<file path="src/rtl/acc_cpu_mc.sv">
// Multi-cycle accumulator CPU: FETCH/EXEC/MEM sequencing, req/ready data port,
// descending-free data stack at STACK_BASE, sticky HALT and FAULT terminal states.
module acc_cpu_mc #(
  parameter int                DATA_W      = 32,
  parameter int                ADDR_W      = 8,
  parameter logic [ADDR_W-1:0] STACK_BASE  = 8'hC0,
  parameter int                STACK_DEPTH = 16
) (
  input  logic              clk,
  input  logic              rst,
  input  logic [ADDR_W+3:0] instr,
  output logic [ADDR_W-1:0] instr_addr,
  output logic              mem_req,
  output logic              mem_wr,
  output logic [ADDR_W-1:0] mem_addr,
  output logic [DATA_W-1:0] mem_wdata,
  input  logic [DATA_W-1:0] mem_rdata,
  input  logic              mem_ready,
  output logic [DATA_W-1:0] acc_out,
  output logic              halted,
  output logic              fault
);

  // sp counts 0..STACK_DEPTH, so it needs one bit more than an address
  localparam int SP_W = ADDR_W + 1;

  localparam logic [3:0] OP_NOP  = 4'h0, OP_LOAD = 4'h1, OP_STORE = 4'h2,
                         OP_ADD  = 4'h3, OP_SUB  = 4'h4, OP_AND   = 4'h5,
                         OP_OR   = 4'h6, OP_XOR  = 4'h7, OP_JMP   = 4'h8,
                         OP_JNZ  = 4'h9, OP_JZ   = 4'hA, OP_PUSH  = 4'hB,
                         OP_POP  = 4'hC, OP_LDI  = 4'hD, OP_HALT  = 4'hE;

  typedef enum logic [2:0] {S_FETCH, S_EXEC, S_MEM, S_HALT, S_FAULT} state_e;

  state_e              state_q, state_d;
  logic [ADDR_W-1:0]   pc_q, pc_d;
  logic [ADDR_W+3:0]   ir_q, ir_d;
  logic [DATA_W-1:0]   acc_q, acc_d;
  logic [SP_W-1:0]     sp_q, sp_d;
  logic                req_q, req_d, wr_q, wr_d;
  logic [ADDR_W-1:0]   addr_q, addr_d;
  logic [DATA_W-1:0]   wdata_q, wdata_d;
  logic                halted_q, halted_d, fault_q, fault_d;

  logic [3:0]          opc;
  logic [ADDR_W-1:0]   operand, pc_inc, push_addr, pop_addr;
  logic                stk_full, stk_empty;

  assign opc       = ir_q[ADDR_W+3:ADDR_W];
  assign operand   = ir_q[ADDR_W-1:0];
  assign pc_inc    = pc_q + ADDR_W'(1);
  assign push_addr = STACK_BASE + sp_q[ADDR_W-1:0];
  assign pop_addr  = STACK_BASE + sp_q[ADDR_W-1:0] - ADDR_W'(1);
  assign stk_full  = (sp_q == SP_W'(STACK_DEPTH));
  assign stk_empty = (sp_q == '0);

  always_ff @(posedge clk or posedge rst) begin
    if (rst) begin
      state_q  <= S_FETCH;
      pc_q     <= '0;
      ir_q     <= '0;
      acc_q    <= '0;
      sp_q     <= '0;
      req_q    <= 1'b0;
      wr_q     <= 1'b0;
      addr_q   <= '0;
      wdata_q  <= '0;
      halted_q <= 1'b0;
      fault_q  <= 1'b0;
    end else begin
      state_q  <= state_d;
      pc_q     <= pc_d;
      ir_q     <= ir_d;
      acc_q    <= acc_d;
      sp_q     <= sp_d;
      req_q    <= req_d;
      wr_q     <= wr_d;
      addr_q   <= addr_d;
      wdata_q  <= wdata_d;
      halted_q <= halted_d;
      fault_q  <= fault_d;
    end
  end

  always_comb begin
    state_d  = state_q;
    pc_d     = pc_q;
    ir_d     = ir_q;
    acc_d    = acc_q;
    sp_d     = sp_q;
    req_d    = req_q;
    wr_d     = wr_q;
    addr_d   = addr_q;
    wdata_d  = wdata_q;
    halted_d = halted_q;
    fault_d  = fault_q;
    case (state_q)
      S_FETCH: begin
        ir_d    = instr;
        state_d = S_EXEC;
      end
      S_EXEC: begin
        state_d = S_FETCH;
        case (opc)
          OP_NOP: pc_d = pc_inc;
          OP_JMP: pc_d = operand;
          OP_JNZ: pc_d = (acc_q != '0) ? operand : pc_inc;
          OP_JZ:  pc_d = (acc_q == '0) ? operand : pc_inc;
          OP_LDI: begin
            acc_d = DATA_W'($signed(operand));
            pc_d  = pc_inc;
          end
          OP_LOAD, OP_STORE, OP_ADD, OP_SUB, OP_AND, OP_OR, OP_XOR: begin
            req_d   = 1'b1;
            wr_d    = (opc == OP_STORE);
            addr_d  = operand;
            wdata_d = acc_q;
            state_d = S_MEM;
          end
          OP_PUSH: begin
            if (stk_full) begin
              fault_d = 1'b1;
              state_d = S_FAULT;
            end else begin
              req_d   = 1'b1;
              wr_d    = 1'b1;
              addr_d  = push_addr;
              wdata_d = acc_q;
              state_d = S_MEM;
            end
          end
          OP_POP: begin
            if (stk_empty) begin
              fault_d = 1'b1;
              state_d = S_FAULT;
            end else begin
              req_d   = 1'b1;
              wr_d    = 1'b0;
              addr_d  = pop_addr;
              wdata_d = acc_q;
              state_d = S_MEM;
            end
          end
          OP_HALT: begin
            halted_d = 1'b1;
            state_d  = S_HALT;
          end
          default: begin
            fault_d = 1'b1;
            state_d = S_FAULT;
          end
        endcase
      end
      S_MEM: begin
        // request fields stay put via the defaults until the slave is ready
        if (mem_ready) begin
          req_d   = 1'b0;
          pc_d    = pc_inc;
          state_d = S_FETCH;
          case (opc)
            OP_LOAD: acc_d = mem_rdata;
            OP_POP: begin
              acc_d = mem_rdata;
              sp_d  = sp_q - SP_W'(1);
            end
            OP_PUSH: sp_d = sp_q + SP_W'(1);
            OP_ADD:  acc_d = acc_q + mem_rdata;
            OP_SUB:  acc_d = acc_q - mem_rdata;
            OP_AND:  acc_d = acc_q & mem_rdata;
            OP_OR:   acc_d = acc_q | mem_rdata;
            OP_XOR:  acc_d = acc_q ^ mem_rdata;
            default: acc_d = acc_q;
          endcase
        end
      end
      default: state_d = state_q;
    endcase
  end

  assign instr_addr = pc_q;
  assign mem_req    = req_q;
  assign mem_wr     = wr_q;
  assign mem_addr   = addr_q;
  assign mem_wdata  = wdata_q;
  assign acc_out    = acc_q;
  assign halted     = halted_q;
  assign fault      = fault_q;

endmodule
</file>
<file path="config.mk">
export PLATFORM = sky130hd
export DESIGN_NAME = acc_cpu_mc
export DESIGN_NICKNAME = d
export VERILOG_FILES = /design/src/rtl/acc_cpu_mc.sv
export SDC_FILE = /design/constraint.sdc
export NUM_CORES = 1
export LEC_CHECK = 0
export CAP_MARGIN = 20
export CORE_MARGIN = 3
export CORE_UTILIZATION = 51
export DETAILED_ROUTE_END_ITERATION = 16
export PLACE_DENSITY = 0.84
export SYNTH_ARGS = -nofsm -noshare
export SYNTH_HDL_FRONTEND = slang
export SYNTH_SLANG_ARGS = --single-unit
</file>
<file path="constraint.sdc">
create_clock -name clk -period 3.5 [get_ports clk]
set_input_delay 0.7 -clock clk [delete_from_list [all_inputs] [get_ports clk]]
set_output_delay 0.7 -clock clk [all_outputs]
set_load 0.1 [all_outputs]
</file>
# Word level (Yosys, flattened, before mapping)
# Index checks and enable logic that the tools add are counted.
# classes
n_addsub,7
eq_ne,28
n_mux,31
n_bitwise,4
reduce_logical,22
# op_table
op,count
case mux 32 bit (6 select lines),1
two-way mux 32 bit,4
case mux 32 bit (3 select lines),1
case mux 32 bit (2 select lines),1
two-way mux 8 bit,5
adder 32 bit,1
bitwise AND 32 bit,1
logical NOT 32 bit,1
bitwise OR 32 bit,1
case mux 8 bit (4 select lines),1
nonzero test 32 bit,1
subtractor 32 bit,1
bitwise XOR 32 bit,1
== test 4 bit (second input constant),7
case mux 8 bit (3 select lines),1
case mux 9 bit (2 select lines),1
== test 4 x 3 -> 1 bit (second input constant),4
case mux 8 bit (2 select lines),1
case mux 3 bit (5 select lines),1
OR reduction 13 bit,1
AND reduction 4 bit,3
!= test 2 bit (second input constant),5
adder 9 x 1 -> 9 bit (second input constant),1
== test 9 x 5 -> 1 bit (second input constant),1
other kinds (30),46
# word_totals
reg_bits,108
inputBits,47
out_inout_bits,84

# Depth between registers and ports, before layout
# logic_depth
depth_word,5
depth_mapped,17
ltp_nobuf,16

# Worst setup path after synthesis
# Ideal clock, no wire load.
# synth_path
path_kind,input to register
startpoint,in mem_rdata[12]
endpoint,reg acc_q[31] (netlist: acc_out[31])
arrival_ns,4.308
slack_ns,-0.935
cell_stages,16
path_cell_list,or4_4 -> nand2b_4 -> or4_1 -> buf_2 -> o41ai_1 -> xnor2_1 -> ha_1 -> clkbuf_1 -> a21oi_1 -> nand2_1 -> a221o_1 -> nor2b_1 -> or3_1 -> a31o_2 -> mux2i_1 -> a21oi_1
# synth_via
elab_chain_len,4
word_cells_on_any_way,5
# synth_lines
item,line,source
from (decl),17,"input logic [DATA_W-1:0] mem_rdata,"
subtractor 32 bit / adder 32 bit (equally long branches),"168, 167",
case mux 32 bit (6 select lines) (*),160,case (opc)
two-way mux 32 bit (*),156,if (mem_ready) begin
case mux 32 bit (2 select lines) (*),97,case (state_q)
to (signal assigned),62,acc_q <= '0;
to (signal assigned),74,acc_q <= acc_d;
to (decl),38,"logic [DATA_W-1:0] acc_q, acc_d;"
# Mark *: on every way between the ends. The rest lies on a longest branch, timed or not. The select of a mux whose other input is x is not followed.
# A chain may end at the register's enable or synchronous reset.

# Worst setup path after layout
# layout_path
startpoint,in mem_rdata[9]
endpoint,reg acc_q[31] (netlist: acc_out[31])
# Same word-level chain as after synthesis.

==> impl_metrics.py <==
metrics = {
    "yosys": {
        "synthFlopType": "dfrtp_1",
        "synth_edf_count": 0,
        "syn_inst": 1122,
        "async_flop_share_pct": 100,
        "yosysWarnings": 0,
        "yosysUniqueCellTypes": 68,
        "postSynthAreaPerCell_sq_um": 8.29,
        "synth_seq_cells": 108,
        "synth_fp_nets": 1283,
        "ys_seq_area_share_pct": 29.0,
        "netlist_area_sq_mm": 0.00931,
    },
    "sta": {
        "slew_headroom_pct": 29.5,
        "hold_viol": 0,
        "max_clock_freq_ghz": 0.250,
        "fin_skew_ps": 17.5,
        "setup_slack_ps": -505,
        "fin_crit_sh_pct": 114,
        "rsz0062_at_grt": "true",
        "setup_violations": 16,
        "worstMarginPinSlew_ps": 1050,
        "period_needed_ps": 4010,
        "slew_violations": 0,
    },
    "critical_path": {
        "max_stage_delay_ps": 560,
        "endpoint_kind": "register",
        "critPathLaunch": "mem_rdata[9]",
        "crit_type": "in -> reg",
        "cp.arrival_ps": 4270,
        "startpoint_type": "input port",
        "cp_max_fo": 4,
        "r2r_start": "ir_q[10]$_DFFE_PP0N_",
        "critical-path-top-delay-family": "simple AND/OR/NAND/NOR gates",
        "path_buf_inv": 2,
        "slowest_stage": "or4_4",
        "path_cells": "buf_6 > or4_4 > nand2b_4 > or4_4 > buf_6 > nor3_4 > nor2_1 > xnor2_1 > ha_1 > a21oi_2 > o21bai_1 > a211o_1 > or3_4 > a31o_4 > mux2i_1 > a21oi_1",
        "required_ps": 3760,
    },
    "clock_network": {
        "cts_buffer_depth": 2,
        "cts_tree": "built",
        "insertion_delay_ps": 390,
        "cts_buffers": 9,
        "clock-sinks": 108,
        "cts_max_level": 3,
        "root_buffer": "clkbuf_16",
        "clk_pin_slew_ps": 80,
        "hold_buffers": 0,
    },
    "global_routing": {
        "grt_max_degree": 65,
        "grt_use_total_pct": 31.8,
        "grt_pass1_vias": 9840,
        "grt.overflow.total": 0,
        "antenna_found_initial": 1,
        "grt_pass1_wl_mm": 51.1,
    },
    "outcome": {
        "violations": "negative setup slack",
        "status": "finished with violations",
    },
    "routing": {
        "vias": 10300,
        "routedWlPerCell_um": 20.8,
        "drtIter0Drc": 1079,
        "drt-vias-per-instance": 6.32,
        "ant_nets": 0,
        "drc": 0,
        "drt_first_pass_iters": 9,
        "routed_wl_mm": 33.9,
    },
    "final_layout": {
        "fill_cells": 1197,
        "layout.nets": 1563,
        "drive_above_1_share_pct": 25.7,
        "stdcell_area_sq_mm": 0.0129,
        "area_growth_pct": 38.5,
    },
    "floorplan": {
        "die_h_um": 141,
        "core-area_sq_mm": 0.0176,
        "die_x_um": 141,
        "ios": 131,
        "num_rows": 48,
        "initial_utilization_pct": 52.9,
        "dieArea_sq_mm": 0.0199,
    },
    "place": {
        "gp_congestion": 0.991,
        "hpwl_mm": 23.6,
        "placed_cell_area_sq_mm": 0.0120,
        "port_buffers": 130,
    },
    "job": {
        "max_cap_viol_count": 0,
    },
    "hold_path": {
        "hold_path_class": "reg -> reg",
        "holdCritStartpoint": "mem_wdata[20]$_DFFE_PP0P_",
    },
}
==> per-stage QoR <==
step	utilization [%]	setup WS, ps	hold WS, ps	cells	setup TNS, ps
after floorplan	-	-766	443	1122	-5250
after global placement	68.0	-1170	459	1594	-18900
after detailed placement	68.0	-1270	470	1594	-20490
after CTS	72.1	-502	488	1630	-4030
after global routing	73.2	-625	519	1633	-6560
final	73.2	-505	483	1633	-4860
==> synthesized netlist by cell type, types with 6 or more instances <==
library cell | number | area share [%]
nand2_1 | 115 | 4.6
ha_1 | 112 | 15
o21ai_0 | 112 | 6.0
dfrtp_1 | 108 | 29
inv_1 | 91 | 3.7
nor2_1 | 79 | 3.2
a21oi_1 | 76 | 4.1
xnor2_1 | 52 | 4.9
clkbuf_1 | 47 | 1.9
a221oi_1 | 24 | 2.3
a22oi_1 | 19 | 1.5
a31oi_1 | 17 | 1.1
o211ai_1 | 17 | 1.4
mux2_2 | 15 | 1.8
nor3_1 | 15 | 0.81
nand2b_1 | 13 | 0.87
xor2_1 | 13 | 1.2
a21o_1 | 12 | 0.97
nand3_1 | 12 | 0.65
nand4_1 | 12 | 0.81
nor2b_1 | 12 | 0.81
nor4_1 | 12 | 0.81
mux2i_1 | 11 | 1.2
o22ai_1 | 10 | 0.67
o221ai_1 | 8 | 0.75
o21bai_1 | 6 | 0.48
==> registers in the layout (all words and copies together) (netlist names) <==
register,count
acc_out,32
mem_wdata,32
ir_q,12
sp_q,9
instr_addr,8
mem_addr,8
state_q,3
fault,1
halted,1
mem_req,1
mem_wr,1
==> worst reg2reg max path, stage by stage (launching register included) <==
cell and delay, ps:
dfrtp_1 390, nand2b_1 150, nand2b_1 180, buf_4 340, nand2_1 170, xnor2_1 160
ha_1 380, a21oi_1 250, nand2_1 100, a221o_1 370, a21oi_2 190, o21ai_2 120
a311oi_2 350, nor4b_2 90, or3b_1 370
==> placed cells by master (no fill, tap or decap), types with 14 or more instances in the layout <==
cell,count
ha_1,109
a22oi_1,19
dfrtp_1,108
a31oi_1,14
inv_1,86
xnor2_1,47
o211ai_1,17
o21ai_0,97
nor2_1,72
buf_4,219
buf_6,16
clkdlybuf4s50_1,75
a221oi_1,24
nand2_1,113
mux2_2,14
a21oi_1,68
==> cell families after synthesis <==
family / synth area share (%)
mux: 3.00
compound gates: 24.8
buf+inv: 5.89
fa+ha+maj: 15.5
simple gates: 15.7
xor+xnor: 6.12
flops: 29.0
==> area by class of cell <==
cell class | instances | area, sq um | share of cell area (%)
flip-flops and latches | 108 | 2700 | 21.0
clock buffers | 9 | 225 | 1.75
repair buffers | 322 | 2710 | 21.0
multi-input cells | 869 | 6530 | 50.6
well taps | 225 | 282 | 2.18
clock inverters | 7 | 86.3 | 0.670
inverters | 92 | 354 | 2.75
diodes | 1 | 2.50 | 0.0194
==> final timing paths <==
kind / end / slack (ps) / depth (start not counted)
setup / recovery: acc_out[31]$_DFFE_PP0P_ / -510 / 16
hold / removal: mem_wdata[20]$_DFFE_PP0P_ / 480 / 2
setup reg to reg: acc_out[20]$_DFFE_PP0P_ / -220 / 14
hold reg to reg: mem_wdata[20]$_DFFE_PP0P_ / 480 / 2
max in group asynchronous: acc_out[19]$_DFFE_PP0P_ / 2000 / 3
min in group asynchronous: acc_out[5]$_DFFE_PP0P_ / 830 / 2
==> routing by layer <==
layer | GRT usage (%) | vias up | wire length, um
li1 | - | 4596 | -
met1 | 41.4 | 4890 | 12800
met2 | 52.0 | 648 | 16000
met3 | 4.72 | 192 | 3200
met4 | 15.0 | 0 | 1950
met5 | 0 | - | 0
==> repair_timing <==
| item | 4_1_cts | 5_1_grt |
|---|---|---|
| setup buffers | 23 | 10 |
| pin swaps | 49 | 40 |
| cloned | 0 | 0 |
| endpoints found under the hold margin | 0 | 0 |
| setup endpoints to repair | 22 | 21 |
| resized for setup | 104 | 46 |
Power is left out: the tool's default activity adds up to more than one toggle a clock period on the data nets, which glitch-free logic cannot reach.
==> edit 1, RTL diff (same flow settings) <==
Take the reset off `wdata_q` and load it in a clocked block of its own.
--- a/src/rtl/acc_cpu_mc.sv
+++ b/src/rtl/acc_cpu_mc.sv
@@ -64,7 +64,6 @@
       req_q    <= 1'b0;
       wr_q     <= 1'b0;
       addr_q   <= '0;
-      wdata_q  <= '0;
       halted_q <= 1'b0;
       fault_q  <= 1'b0;
     end else begin
@@ -76,10 +75,13 @@
       req_q    <= req_d;
       wr_q     <= wr_d;
       addr_q   <= addr_d;
-      wdata_q  <= wdata_d;
       halted_q <= halted_d;
       fault_q  <= fault_d;
     end
+  end
+
+  always_ff @(posedge clk) begin
+    wdata_q <= wdata_d;
   end
 
   always_comb begin
Check against the original RTL: not equivalent (Yosys sat finds a counterexample within 10 cycles, from zero or initial values and one cycle with rst high; the reset may be asserted at any time).
==> edit 1 against the unedited design <==
  * Area after synthesis fell by 3.2%
  * Worst setup slack got worse by 0.073 ns
  * Sequential cell count did not move
  * Routed wire length fell by 7.6%
  * The run still ends with setup timing left
  * Register-to-register slack improved by 0.23 ns
  * Fmax fell by 1.8%
  * Highest routed layer unchanged
  * Design area fell by 1.9%
Power is not shown: default switching activity piles up to over one toggle a cycle in this logic, so the estimate is an artifact.
==> edit 1: results (changes against the unedited design) <==
{| class="wikitable"
! Metric !! Value
|-
| Status || finished with violations
|-
| Violations in the final reports || setup timing
|-
| Worst Setup Slack, final || -0.578 ns (-0.0727 ns)
|-
| Total instance count after detailed placement || 1492 (-6.4%)
|-
| M3 GR Usage || 6.24% (+1.5 points)
|-
| First-pass GRT wire length || 47600 um (-6.7%)
|-
| Worst-path fanout max || 6 (+2)
|-
| WL met2 || 14700 um (-8.1%)
|-
| Post-place instance area || 11700 um2 (-2.1%)
|-
| XOR/XNOR share of the synthesized area || 7.00% (+0.88 points)
|-
| Final RePlAce weighted congestion || 0.954 (-3.7%)
|-
| Pre-antenna DRT Iters || 7 (-2)
|-
| Final-report setup violation count || 21 (+5)
|-
| Routed met3 length || 2920 um (-8.8%)
|-
| Met1 Wirelength || 12300 um (-4.2%)
|-
| Worst slew slack as a fraction of its limit || 33.7% (+4.1 points)
|-
| First DRT Iteration DRCs || 904 (-16%)
|-
| GR met2 Demand/Resource || 50.3% (-1.7 points)
|-
| Count of placed standard cells in the final layout, fillers left out || 1524 (-6.7%)
|-
| Synth Area in Compound Gates || 24.4% (-0.33 points)
|-
| Netlist cell types || 63 (-7.4%)
|-
| GRT met1 Usage || 38.8% (-2.6 points)
|-
| Clock skew || 0.0119 ns (-0.00559 ns)
|-
| Multiplexer share of the synthesized area || 2.38% (-0.62 points)
|-
| Layout cell share with drive strength beyond 1 || 28.5% (+2.7 points)
|-
| Cells after Synth || 1019 (-9.2%)
|-
| Number of vias per cell || 6.21 (-1.8%)
|-
| DP Wirelength || 21600 um (-8.5%)
|-
| Number of enable-type register cells in the synthesized netlist || 32 (+32)
|}
## edit 1: area by class of cell
class                           instances  area (um2)
Antenna cell                            1        2.50
Clock buffer                            9         225
Clock inverter                          7        57.6
Fill cell                            1181        4290
Inverter                               90         338
Multi-Input combinational cell        778        6300
Sequential cell                       108        2860
Tap cell                              220         275
Timing Repair Buffer                  311        2590
## edit 1: what timing repair did
action | 4_1_cts | 5_1_grt
buffers inserted | 9 | 6
endpoints found under the setup margin | 24 | 24
pin swaps | 42 | 46
resized for setup | 69 | 75
hold endpoints to repair | 0 | 0
## edit 1: path summary, 6_finish.rpt
path                               from           to  slack [ns]  cells past startpoint
hold / removal                    fault        fault        0.48                      1
max in group asynchronous           rst   state_q[1]        2.10                      3
setup reg to reg               ir_q[10]  acc_out[28]        0.01                     14
min in group asynchronous           rst   acc_out[5]        0.70                      2
setup / recovery           mem_rdata[5]  acc_out[28]       -0.58                     17
hold reg to reg                   fault        fault        0.48                      1
==> edit 2, RTL diff (config.mk and constraints unchanged) <==
Without the edit above. `STACK_DEPTH`: 16 -> 8.
--- a/src/rtl/acc_cpu_mc.sv
+++ b/src/rtl/acc_cpu_mc.sv
@@ -4,7 +4,7 @@
   parameter int                DATA_W      = 32,
   parameter int                ADDR_W      = 8,
   parameter logic [ADDR_W-1:0] STACK_BASE  = 8'hC0,
-  parameter int                STACK_DEPTH = 16
+  parameter int                STACK_DEPTH = 8
 ) (
   input  logic              clk,
   input  logic              rst,
Function: same outputs for any inputs over 4 cycles, from zero or initial values and one cycle with rst high; that may be too few to reach the edited logic, so the function may still have changed.
==> edit 2 against the unedited design <==
  * The flow still finishes with violations (setup timing)
  * Fmax grew 11%
  * Design area grew 0.61%
  * Sequential cell count is the same
  * Area after synthesis grew 1.7%
  * Worst setup slack gained 0.41 ns
  * Routed wire length shrank 3.5%
  * First-iteration DRC count shrank 43%
  * Critical path type unchanged
Power is left out: the tool's default activity adds up to more than one toggle a clock period on the data nets, which glitch-free logic cannot reach.
==> edit 2: results (changes against the unedited design) <==
{| class="wikitable"
! Metric !! Value
|-
| Layout cell share with drive strength beyond 1 || 25.4% (-0.31 points)
|-
| Delay of the slowest cell on the worst path || 0.41 ns (-0.15 ns)
|-
| Net count, final || 1581 (+1.2%)
|-
| Post-place instance area || 12200 um2 (+1.9%)
|-
| Worst flop-to-flop path startpoint || ir_q[11]
|-
| Root cell of the clock tree || sky130_fd_sc_hd__clkbuf_16
|-
| Arrival time of the worst setup path || 3.83 ns (-0.44 ns)
|-
| Worst hold path startpoint || sp_q[8]
|-
| Clock skew || 0.0136 ns (-0.00389 ns)
|-
| Commonest cells post-synth || sky130_fd_sc_hd__o21ai_0, sky130_fd_sc_hd__nand2_1, sky130_fd_sc_hd__ha_1
|-
| Number of vias per cell || 6.11 (-3.3%)
|-
| First-pass GRT wire length || 50800 um (-0.43%)
|-
| Worst slew slack as a fraction of its limit || 31.9% (+2.3 points)
|-
| Proportion of synthesized flip-flops having asynchronous set or reset || 100% (unchanged)
|-
| Final-report setup violation count || 5 (-11)
|-
| Diodes inserted || 0 (-1)
|-
| Worst Setup Slack, final || -0.0992 ns (+0.406 ns)
|-
| Length in cells of the worst reg-to-reg path || 16 (+2)
|-
| Worst-path fanout max || 3 (-1)
|-
| Critical-path cell with the highest stage delay || sky130_fd_sc_hd__or3_1
|-
| Final RePlAce weighted congestion || 0.997 (+0.61%)
|-
| Routed len/inst || 19.8 um (-4.7%)
|-
| Beginning of the critical path || mem_rdata[1]
|-
| Fraction of the yosys area taken by sequential cells || 28.5% (-0.49 points)
|-
| Number of antenna violations at the first check in global routing || 0 (-1)
|-
| Netlist cell types || 74 (+8.8%)
|-
| DP Wirelength || 24200 um (+2.6%)
|-
| Number of clock buffers inserted by TritonCTS || 9 (unchanged)
|-
| Violations in the final reports || setup timing
|-
| Maximum level of the CTS H-tree || 3 (unchanged)
|-
| Total Routing Usage GR || 31.5% (-0.29 points)
|-
| Worst-skew pair later-pin latency || 0.37 ns (-0.02 ns)
|-
| Status || finished with violations
|-
| Synth area leaders || sky130_fd_sc_hd__dfrtp_1, sky130_fd_sc_hd__ha_1, sky130_fd_sc_hd__o21ai_0
|-
| Synthesized net count || 1299 (+1.2%)
|-
| Number of cells on the worst hold path || 1 (-1)
|-
| Pin count of the biggest net entering global routing || 56 (-14%)
|-
| Worst min-delay path category || flop to flop
|-
| Layout filler cell count || 1344 (+12%)
|-
| Pre-antenna DRT Iters || 6 (-3)
|-
| Vias in the first global route || 9873 (+0.34%)
|-
| First DRT Iteration DRCs || 619 (-43%)
|}
## edit 2: cell types whose count changed after synthesis, sizes merged, moves of 6 or more
cell,before,now
nor2,79,50
o21ai,113,141
a221oi,25,6
a21o,12,23
o211ai,17,6
a21oi,76,86
buf,6,16
nand3,12,21
and3,3,10
a211oi,5,11
clkbuf,47,41
## edit 2: timing repair
item,4_1_cts,5_1_grt
setup endpoints to repair,25,22
setup buffers,8,11
pin swaps,25,30
hold buffers,0,0
gates resized for setup,80,58
## edit 2: area by class of cell
type                    count  area share, %
well taps                 229           2.21
multi-input cells         884           50.8
clock inverters             6          0.492
inverters                  88           2.58
repair buffers            328           21.3
clock buffers              10           1.84
flip-flops and latches    108           20.9
## edit 2: critical path, delay by kind of cell
family	cells	cell delay, ns
AO/OA/AOI/OAI	6	1.11
buffers and inverters	2	0.21
XOR/XNOR	2	0.25
adder cells (fa/ha/maj)	1	0.34
AND/OR/NAND/NOR	6	1.20
## edit 2: kinds of logic after synthesis
| family | count (synthesis) | share of synthesized area [%] |
|---|---|---|
| xor+xnor | 67 | 6.20 |
| mux | 26 | 2.93 |
| flops | 108 | 28.5 |
| compound gates | 391 | 26.3 |
| buf+inv | 145 | 5.96 |
| simple gates | 285 | 14.7 |
| fa+ha+maj | 115 | 15.4 |
## edit 2: final timing paths
check | end | slack [ns]
max in group asynchronous | ir_q[11] | 1.96
hold reg to reg | sp_q[8] | 0.47
min in group asynchronous | ir_q[6] | 0.83
setup reg to reg | acc_out[16] | 0.13
setup / recovery | acc_out[29] | -0.1
hold / removal | sp_q[8] | 0.47
## edit 2: routing by layer
metal / GRT usage, % / share of wire [%] / vias to the layer above
met1: 41.0 / 41 / 4880
met3: 4.77 / 7.4 / 105
met5: 0 / 0 / -
li1: - / - / 4669
met4: 13.3 / 4.3 / 0
met2: 52.4 / 47 / 449
## edit 2: per-stage QoR
| stage | cells | hold slack [ns] | setup TNS (ns) | setup WS [ns] | utilization [%] |
|---|---|---|---|---|---|
| CTS | 1641 | 0.474 | -0.277 | -0.112 | 69.9 |
| finish | 1653 | 0.471 | -0.413 | -0.0992 | 71.7 |
| floorplan | 1137 | 0.443 | -0.671 | -0.211 | - |
| global placement | 1617 | 0.459 | -17.13 | -0.956 | 67.4 |
| global route | 1653 | 0.483 | -1.17 | -0.202 | 71.7 |
| detailed placement | 1617 | 0.459 | -19.10 | -1.02 | 67.4 |
